### config.mk
export PLATFORM = sky130hd
export DESIGN_NAME = ps2_kbd_rx_flat
export DESIGN_NICKNAME = d
export VERILOG_FILES = /design/src/rtl/ps2_pkg.sv /design/src/rtl/ps2_kbd_rx_if.sv /design/src/rtl/ps2_byte_fifo.sv /design/src/rtl/ps2_kbd_rx.sv /design/src/flat_wrapper.sv
export SDC_FILE = /design/constraint.sdc
export NUM_CORES = 1
export LEC_CHECK = 0
export CAP_MARGIN = 30
export CORE_AREA = 8 8 136 138
export CTS_CLUSTER_SIZE = 16
export DETAILED_ROUTE_END_ITERATION = 8
export DIE_AREA = 0 0 144 146
export DONT_BUFFER_PORTS = 1
export PLACE_DENSITY_LB_ADDON = 0.12
export SYNTH_ARGS = -nofsm -noshare
export SYNTH_HDL_FRONTEND = slang
export SYNTH_HIERARCHICAL = 1
export SYNTH_SLANG_ARGS = --single-unit
### constraint.sdc
create_clock -name clk -period 3.65 [get_ports clk]
set_clock_uncertainty 0.2 [all_clocks]
set_input_delay 0.73 -clock clk [delete_from_list [all_inputs] [get_ports clk]]
set_output_delay 0.73 -clock clk [all_outputs]
set_load 0.02 [all_outputs]
### src/rtl/ps2_pkg.sv
// Shared constants and types for the PS/2 keyboard receive path.
package ps2_pkg;

  localparam int unsigned PS2_FRAME_BITS = 11;
  localparam logic [7:0]  PS2_EXT        = 8'hE0;
  localparam logic [7:0]  PS2_BREAK      = 8'hF0;

  typedef enum logic {
    IDLE = 1'b0,
    RECV = 1'b1
  } ps2_state_t;

  // Odd parity over data plus parity bit: the XOR across all nine bits must be 1.
  function automatic logic ps2_parity_ok(input logic [7:0] d, input logic p);
    return ^{d, p};
  endfunction

endpackage

### src/rtl/ps2_kbd_rx_if.sv
// Consumer-side handshake between the PS/2 receiver and the key decode logic.
interface ps2_kbd_rx_if #(
  parameter int unsigned ERR_CNT_W = 8
) ();

  logic [7:0]           data;
  logic                 ready;
  logic                 nextdata_n;
  logic                 overflow;
  logic                 frame_err;
  logic [ERR_CNT_W-1:0] err_cnt;

  modport master (
    output data, ready, overflow, frame_err, err_cnt,
    input  nextdata_n
  );

  modport slave (
    input  data, ready, overflow, frame_err, err_cnt,
    output nextdata_n
  );

endinterface

### src/rtl/ps2_byte_fifo.sv
// Byte FIFO holding received scan codes; head byte is read combinationally.
module ps2_byte_fifo #(
  parameter int unsigned DEPTH = 8
) (
  input  logic                   clk,
  input  logic                   rstn,
  input  logic                   push,
  input  logic                   pop,
  input  logic [7:0]             din,
  output logic [7:0]             dout,
  output logic [$clog2(DEPTH):0] count,
  output logic                   full,
  output logic                   empty
);

  localparam int unsigned AW = $clog2(DEPTH);

  logic [7:0]    r_mem [DEPTH];
  logic [AW-1:0] r_wr_ptr;
  logic [AW-1:0] r_rd_ptr;
  logic [AW:0]   r_count;
  logic          w_wr;
  logic          w_rd;

  assign empty = (r_count == '0);
  assign full  = (r_count == (AW + 1)'(DEPTH));
  assign count = r_count;
  assign dout  = r_mem[r_rd_ptr];

  // A push into a full FIFO is still accepted when a pop frees a slot in the same cycle.
  assign w_rd = pop && !empty;
  assign w_wr = push && (!full || w_rd);

  always_ff @(posedge clk) begin
    if (!rstn) begin
      r_wr_ptr <= '0;
      r_rd_ptr <= '0;
      r_count  <= '0;
      for (int unsigned i = 0; i < DEPTH; i++) begin
        r_mem[i] <= '0;
      end
    end else begin
      if (w_wr) begin
        r_mem[r_wr_ptr] <= din;
        r_wr_ptr        <= r_wr_ptr + 1'b1;
      end
      if (w_rd) begin
        r_rd_ptr <= r_rd_ptr + 1'b1;
      end
      case ({w_wr, w_rd})
        2'b10:   r_count <= r_count + 1'b1;
        2'b01:   r_count <= r_count - 1'b1;
        default: r_count <= r_count;
      endcase
    end
  end

endmodule

### src/rtl/ps2_kbd_rx.sv
// PS/2 device-to-host receiver: pin sync, 11-bit deframing, error reporting and byte queue.
module ps2_kbd_rx
  import ps2_pkg::*;
#(
  parameter int unsigned FIFO_DEPTH     = 8,
  parameter int unsigned TIMEOUT_CYCLES = 50000,
  parameter int unsigned ERR_CNT_W      = 8
) (
  input  logic         clk,
  input  logic         rstn,
  input  logic         ps2_clk,
  input  logic         ps2_data,
  ps2_kbd_rx_if.master bus
);

  localparam int unsigned TO_W = $clog2(TIMEOUT_CYCLES + 1);
  localparam logic [TO_W-1:0] TO_LAST = TO_W'(TIMEOUT_CYCLES - 1);
  localparam logic [3:0] STOP_IDX = 4'(PS2_FRAME_BITS - 1);

  logic                  r_clk_s1, r_clk_s2, r_clk_s3;
  logic                  r_dat_s1, r_dat_s2;
  ps2_state_t            r_state;
  logic [3:0]            r_bit_cnt;
  logic [7:0]            r_shift;
  logic                  r_parity;
  logic [TO_W-1:0]       r_to_cnt;
  logic                  r_frame_err;
  logic [ERR_CNT_W-1:0]  r_err_cnt;
  logic                  r_overflow;

  logic                      w_fall;
  logic                      w_dat;
  logic                      w_stop_fall;
  logic                      w_good;
  logic                      w_push;
  logic                      w_pop;
  logic                      w_full;
  logic                      w_empty;
  logic [$clog2(FIFO_DEPTH):0] w_count;
  logic [7:0]                w_dout;

  always_ff @(posedge clk) begin
    if (!rstn) begin
      r_clk_s1 <= 1'b1;
      r_clk_s2 <= 1'b1;
      r_clk_s3 <= 1'b1;
      r_dat_s1 <= 1'b1;
      r_dat_s2 <= 1'b1;
    end else begin
      r_clk_s1 <= ps2_clk;
      r_clk_s2 <= r_clk_s1;
      r_clk_s3 <= r_clk_s2;
      r_dat_s1 <= ps2_data;
      r_dat_s2 <= r_dat_s1;
    end
  end

  assign w_fall      = r_clk_s3 && !r_clk_s2;
  assign w_dat       = r_dat_s2;
  assign w_stop_fall = (r_state == RECV) && w_fall && (r_bit_cnt == STOP_IDX);
  assign w_good      = ps2_parity_ok(r_shift, r_parity) && w_dat;
  assign w_push      = w_stop_fall && w_good;
  assign w_pop       = !bus.nextdata_n && !w_empty;

  always_ff @(posedge clk) begin
    if (!rstn) begin
      r_state   <= IDLE;
      r_bit_cnt <= '0;
      r_shift   <= '0;
      r_parity  <= 1'b0;
      r_to_cnt  <= '0;
    end else begin
      case (r_state)
        IDLE: begin
          r_to_cnt <= '0;
          if (w_fall && !w_dat) begin
            r_state   <= RECV;
            r_bit_cnt <= 4'd1;
          end
        end
        RECV: begin
          if (w_fall) begin
            r_to_cnt  <= '0;
            r_bit_cnt <= r_bit_cnt + 4'd1;
            if (r_bit_cnt <= 4'd8) begin
              r_shift <= {w_dat, r_shift[7:1]};
            end else if (r_bit_cnt == 4'd9) begin
              r_parity <= w_dat;
            end else begin
              r_state   <= IDLE;
              r_bit_cnt <= '0;
            end
          end else if (r_to_cnt == TO_LAST) begin
            // Device stalled mid-frame: drop the partial frame silently.
            r_state   <= IDLE;
            r_bit_cnt <= '0;
            r_to_cnt  <= '0;
          end else begin
            r_to_cnt <= r_to_cnt + 1'b1;
          end
        end
        default: begin
          r_state   <= IDLE;
          r_bit_cnt <= '0;
        end
      endcase
    end
  end

  always_ff @(posedge clk) begin
    if (!rstn) begin
      r_frame_err <= 1'b0;
      r_err_cnt   <= '0;
    end else begin
      r_frame_err <= w_stop_fall && !w_good;
      if (w_stop_fall && !w_good && (r_err_cnt != '1)) begin
        r_err_cnt <= r_err_cnt + 1'b1;
      end
    end
  end

  // A push that coincides with a pop is never an overflow, so only a clean pop clears the flag.
  always_ff @(posedge clk) begin
    if (!rstn) begin
      r_overflow <= 1'b0;
    end else if (w_push && w_full && !w_pop) begin
      r_overflow <= 1'b1;
    end else if (w_pop) begin
      r_overflow <= 1'b0;
    end
  end

  ps2_byte_fifo #(
    .DEPTH (FIFO_DEPTH)
  ) u_fifo (
    .clk   (clk),
    .rstn  (rstn),
    .push  (w_push),
    .pop   (w_pop),
    .din   (r_shift),
    .dout  (w_dout),
    .count (w_count),
    .full  (w_full),
    .empty (w_empty)
  );

  assign bus.data      = w_dout;
  assign bus.ready     = (w_count != '0);
  assign bus.overflow  = r_overflow;
  assign bus.frame_err = r_frame_err;
  assign bus.err_cnt   = r_err_cnt;

endmodule

### src/flat_wrapper.sv
// flat-port wrapper written by rule: the top's interface ports become plain ports
module ps2_kbd_rx_flat import ps2_pkg::*;
#(
  parameter int unsigned FIFO_DEPTH     = 8,
  parameter int unsigned TIMEOUT_CYCLES = 50000,
  parameter int unsigned ERR_CNT_W      = 8
)
  (clk, rstn, ps2_clk, ps2_data, bus_data, bus_ready, bus_overflow, bus_frame_err, bus_err_cnt, bus_nextdata_n);
  ps2_kbd_rx_if #(.ERR_CNT_W(ERR_CNT_W)) bus_i ();
  input  logic clk;
  input  logic rstn;
  input  logic ps2_clk;
  input  logic ps2_data;
  output wire logic [$bits(bus_i.data)-1:0] bus_data;
  output wire logic [$bits(bus_i.ready)-1:0] bus_ready;
  output wire logic [$bits(bus_i.overflow)-1:0] bus_overflow;
  output wire logic [$bits(bus_i.frame_err)-1:0] bus_frame_err;
  output wire logic [$bits(bus_i.err_cnt)-1:0] bus_err_cnt;
  input wire logic [$bits(bus_i.nextdata_n)-1:0] bus_nextdata_n;
  assign bus_data = bus_i.data;
  assign bus_ready = bus_i.ready;
  assign bus_overflow = bus_i.overflow;
  assign bus_frame_err = bus_i.frame_err;
  assign bus_err_cnt = bus_i.err_cnt;
  assign bus_i.nextdata_n = bus_nextdata_n;
  ps2_kbd_rx #(.FIFO_DEPTH(FIFO_DEPTH), .TIMEOUT_CYCLES(TIMEOUT_CYCLES), .ERR_CNT_W(ERR_CNT_W)) u_core (.clk(clk), .rstn(rstn), .ps2_clk(ps2_clk), .ps2_data(ps2_data), .bus(bus_i));
endmodule
==> impl_metrics.yaml <==
outcome:
  outcome: "finished, final reports clean"
detailed_routing:
  avgRoutedWirePerCell_um: 16.4
  ant_nets: 0
  vias_per_cell: 4.88
  wl_um: 12000
  dr.pass1.iters: 4
  dr_total_vias: 3590
  drt-initial-drc-count: 214
  drc_errors: 0
worst_setup_path:
  arrival_ns: 3.41
  cp_cell_sequence: "or3_1 -> nor2_1 -> nor2_1 -> o21ai_0 -> nand2b_1 -> inv_1 -> ha_1 -> a21oi_1 -> a211oi_1 -> a311o_1 -> a31oi_1"
  cp-startpoint: "u_core/u_fifo/count[0]"
  crit_family: "compound AO/OA/AOI/OAI gates"
  slowest_stage: "dfxtp_1"
  endpoint_kind: "flip-flop"
  cp_slowest_stage_delay_ns: 0.44
  cp_num_buf_inv: 1
  worstPathRequired_ns: 3.78
  start_kind: "flip-flop"
  cp_max_fo: 9
  timing.rr.start: "u_core/u_fifo/count[0]"
  criticalPathCategory: "flip-flop to flip-flop"
  crit_path_frequent_cell: "nor2_1"
clock_tree:
  h-tree-depth: 4
  post_cts_buffers: 0
  cts_inserted_buffers: 17
  clk_latency_ns: 0.41
  post_cts_resized: 0
  root_buffer: "clkbuf_16"
  cts_sinks: 122
  clk_pin_slew_ns: 0.06
  holdBufCountCts: 0
  clockBufferDepth: 2
  cts_tree: "done"
logic_synthesis:
  ys_warn_count: 6
  synth.cell_area_mm2: 0.00561
  synth_ff_type: "edfxtp_1"
  syn_inst: 489
  syn_nets: 505
  synth_edf_count: 64
  yosysTopAreaCell: "edfxtp_1"
  ys_types: 60
  yosys_register_bits: 122
  synth.most_common_cell: "nor2_1"
  async_flop_share_pct: 0
  yosysSeqAreaShare_pct: 54.9
  synth_area_per_cell_um2: 11.5
  synth.top_cell.area_share_pct: 34.2
  yosys-top-cells-area: "edfxtp_1, dfxtp_1, nor2_1"
  synth.top_cells.by_count: "nor2_1, edfxtp_1, dfxtp_1, nand2_1, mux4_2"
layout:
  stdcell_area_mm2: 0.00643
  diodes: 0
  nets: 518
  area_delta_synth_final_pct: 14.5
  n_fill_cell: 1615
  fin_cells: 735
  drive_gt1_share_pct: 15.0
timing:
  setup_violations: 0
  tightest_slew_ns: 0.595
  timing.slew.headroom_pct: 60.3
  hold-worst-slack_ns: 0.194
  fmax_mhz: 305
  setup_ws_ns: 0.376
  finalSetupTns_ns: 0
  hold_viol: 0
  fin_crit_ns: 3.27
  period_share_pct: 89.7
  final_max_slew_viol_count: 0
  rsz0062_at_grt: "false"
placed_design:
  placedInstanceArea_mm2: 0.00587
  dp_hpwl_um: 7910
  placedCellCount: 703
  gp_congestion: 0.717
  dp_slack_ns: 0.457
  io_buffers: 0
power_and_ir_drop:
  power.ir.vdd_worst_v: 0.000299
  combPwrFrac_pct: 2.0
  power.density_mw_per_mm2: 487
  seq_power_share_pct: 47.4
  clkPwrFrac_pct: 50.6
  p_int_uw: 2490
  swShare_pct: 20.5
  leakage_uw: 0.00217
  p_sw_uw: 643
grt:
  grt_util_all_layers_pct: 12.2
  antenna_found_initial: 0
  grt_overflow: 0
  grt_pass1_vias: 3633
  grt_max_degree: 30
  grt_first_pass_wirelength_um: 19600
die:
  fp-row-count: 47
  die-area_mm2: 0.0210
  core_area_mm2: 0.0163
  num_io_pins: 24
  die_y_um: 146
  initial_core_util_pct: 34.5
  die_w_um: 144
job:
  max_cap_violations: 0
worst_hold_path:
  hold_class: "input port to flip-flop"
  hp-start: "rstn"
cells in the final DEF (no fill, tap or decap), drive strengths merged, types with 9 or more instances in the layout:
cell type,n
nor2,107
edfxtp,64
dfxtp,58
nand2,34
clkbuf,18
mux4,16
nand2b,14
o21ai,14
buf,14
xor2,13
mux2i,13
nand3,11
inv,10
ha,10
mux2,10
clkinv,10
a21oi,9
metrics by stage:
step,util (%),total power [uW]
after detailed placement,36.0,1580
after CTS,39.5,3170
after global routing,39.5,3240
after floorplan,-,1550
final,39.5,3130
after global placement,36.0,1580
layout make-up:
class | instances | area [um^2] | share of cell area [%]
clock buffer | 18 | 429 | 6.68
clock inverter | 14 | 131 | 2.04
inverter | 12 | 45.0 | 0.701
multi-input combinational | 335 | 2360 | 36.7
sequential | 122 | 3080 | 48.0
tap | 220 | 275 | 4.28
timing repair buffer | 14 | 105 | 1.64
power by group through the flow:
stage / registers (uW) / logic, uW / clock network, uW
final: 1480 / 63.0 / 1580
after global routing: 1490 / 69.0 / 1680
after CTS: 1480 / 64.6 / 1620
after detailed placement: 1510 / 64.6 / 0
after global placement: 1510 / 65.5 / 0
after floorplan: 1510 / 43.3 / 0
sequential cells by signal (all words and copies together) (netlist names), 3 cells and up, named ones only:
register	flops
u_core/u_fifo/r_mem	64
u_core/u_fifo/r_wr_ptr	3
u_core/bus.err_cnt	8
u_core/r_bit_cnt	4
u_core/r_to_cnt	16
u_core/r_shift	8
u_core/u_fifo/count	4
u_core/u_fifo/r_rd_ptr	3
path summary, 6_finish.rpt:
path,slack [ns],to,cells after the start
worst max-delay path,0.38,u_core/u_fifo/count[3],11
worst max register to register,0.38,u_core/u_fifo/count[3],11
worst min register to register,0.20,u_core/r_clk_s2,1
worst min-delay path,0.19,u_core/r_clk_s1,1
cell families (layout without fill, tap and decap cells):
| logic type | Yosys count | in the layout | share of synthesized area, % |
|---|---|---|---|
| fa+ha+maj | 11 | 11 | 2.59 |
| compound gates | 50 | 50 | 5.95 |
| mux | 39 | 39 | 10.8 |
| simple gates | 212 | 212 | 18.5 |
| buf+inv | 32 | 58 | 3.08 |
| xor+xnor | 23 | 23 | 4.10 |
| flops | 122 | 122 | 54.9 |
routing by layer:
layer / track usage (%) / part of all wire, % / wire length (um) / up-vias
met2: 19.5 / 49 / 5880 / 47
met4: 4.58 / 1.4 / 171 / 0
met3: 3.90 / 4.4 / 534 / 13
met1: 15.0 / 45 / 5430 / 1756
met5: 0 / 0 / 0 / -
li1: - / - / - / 1774
Note: power is estimated with default switching activity, not from simulation.
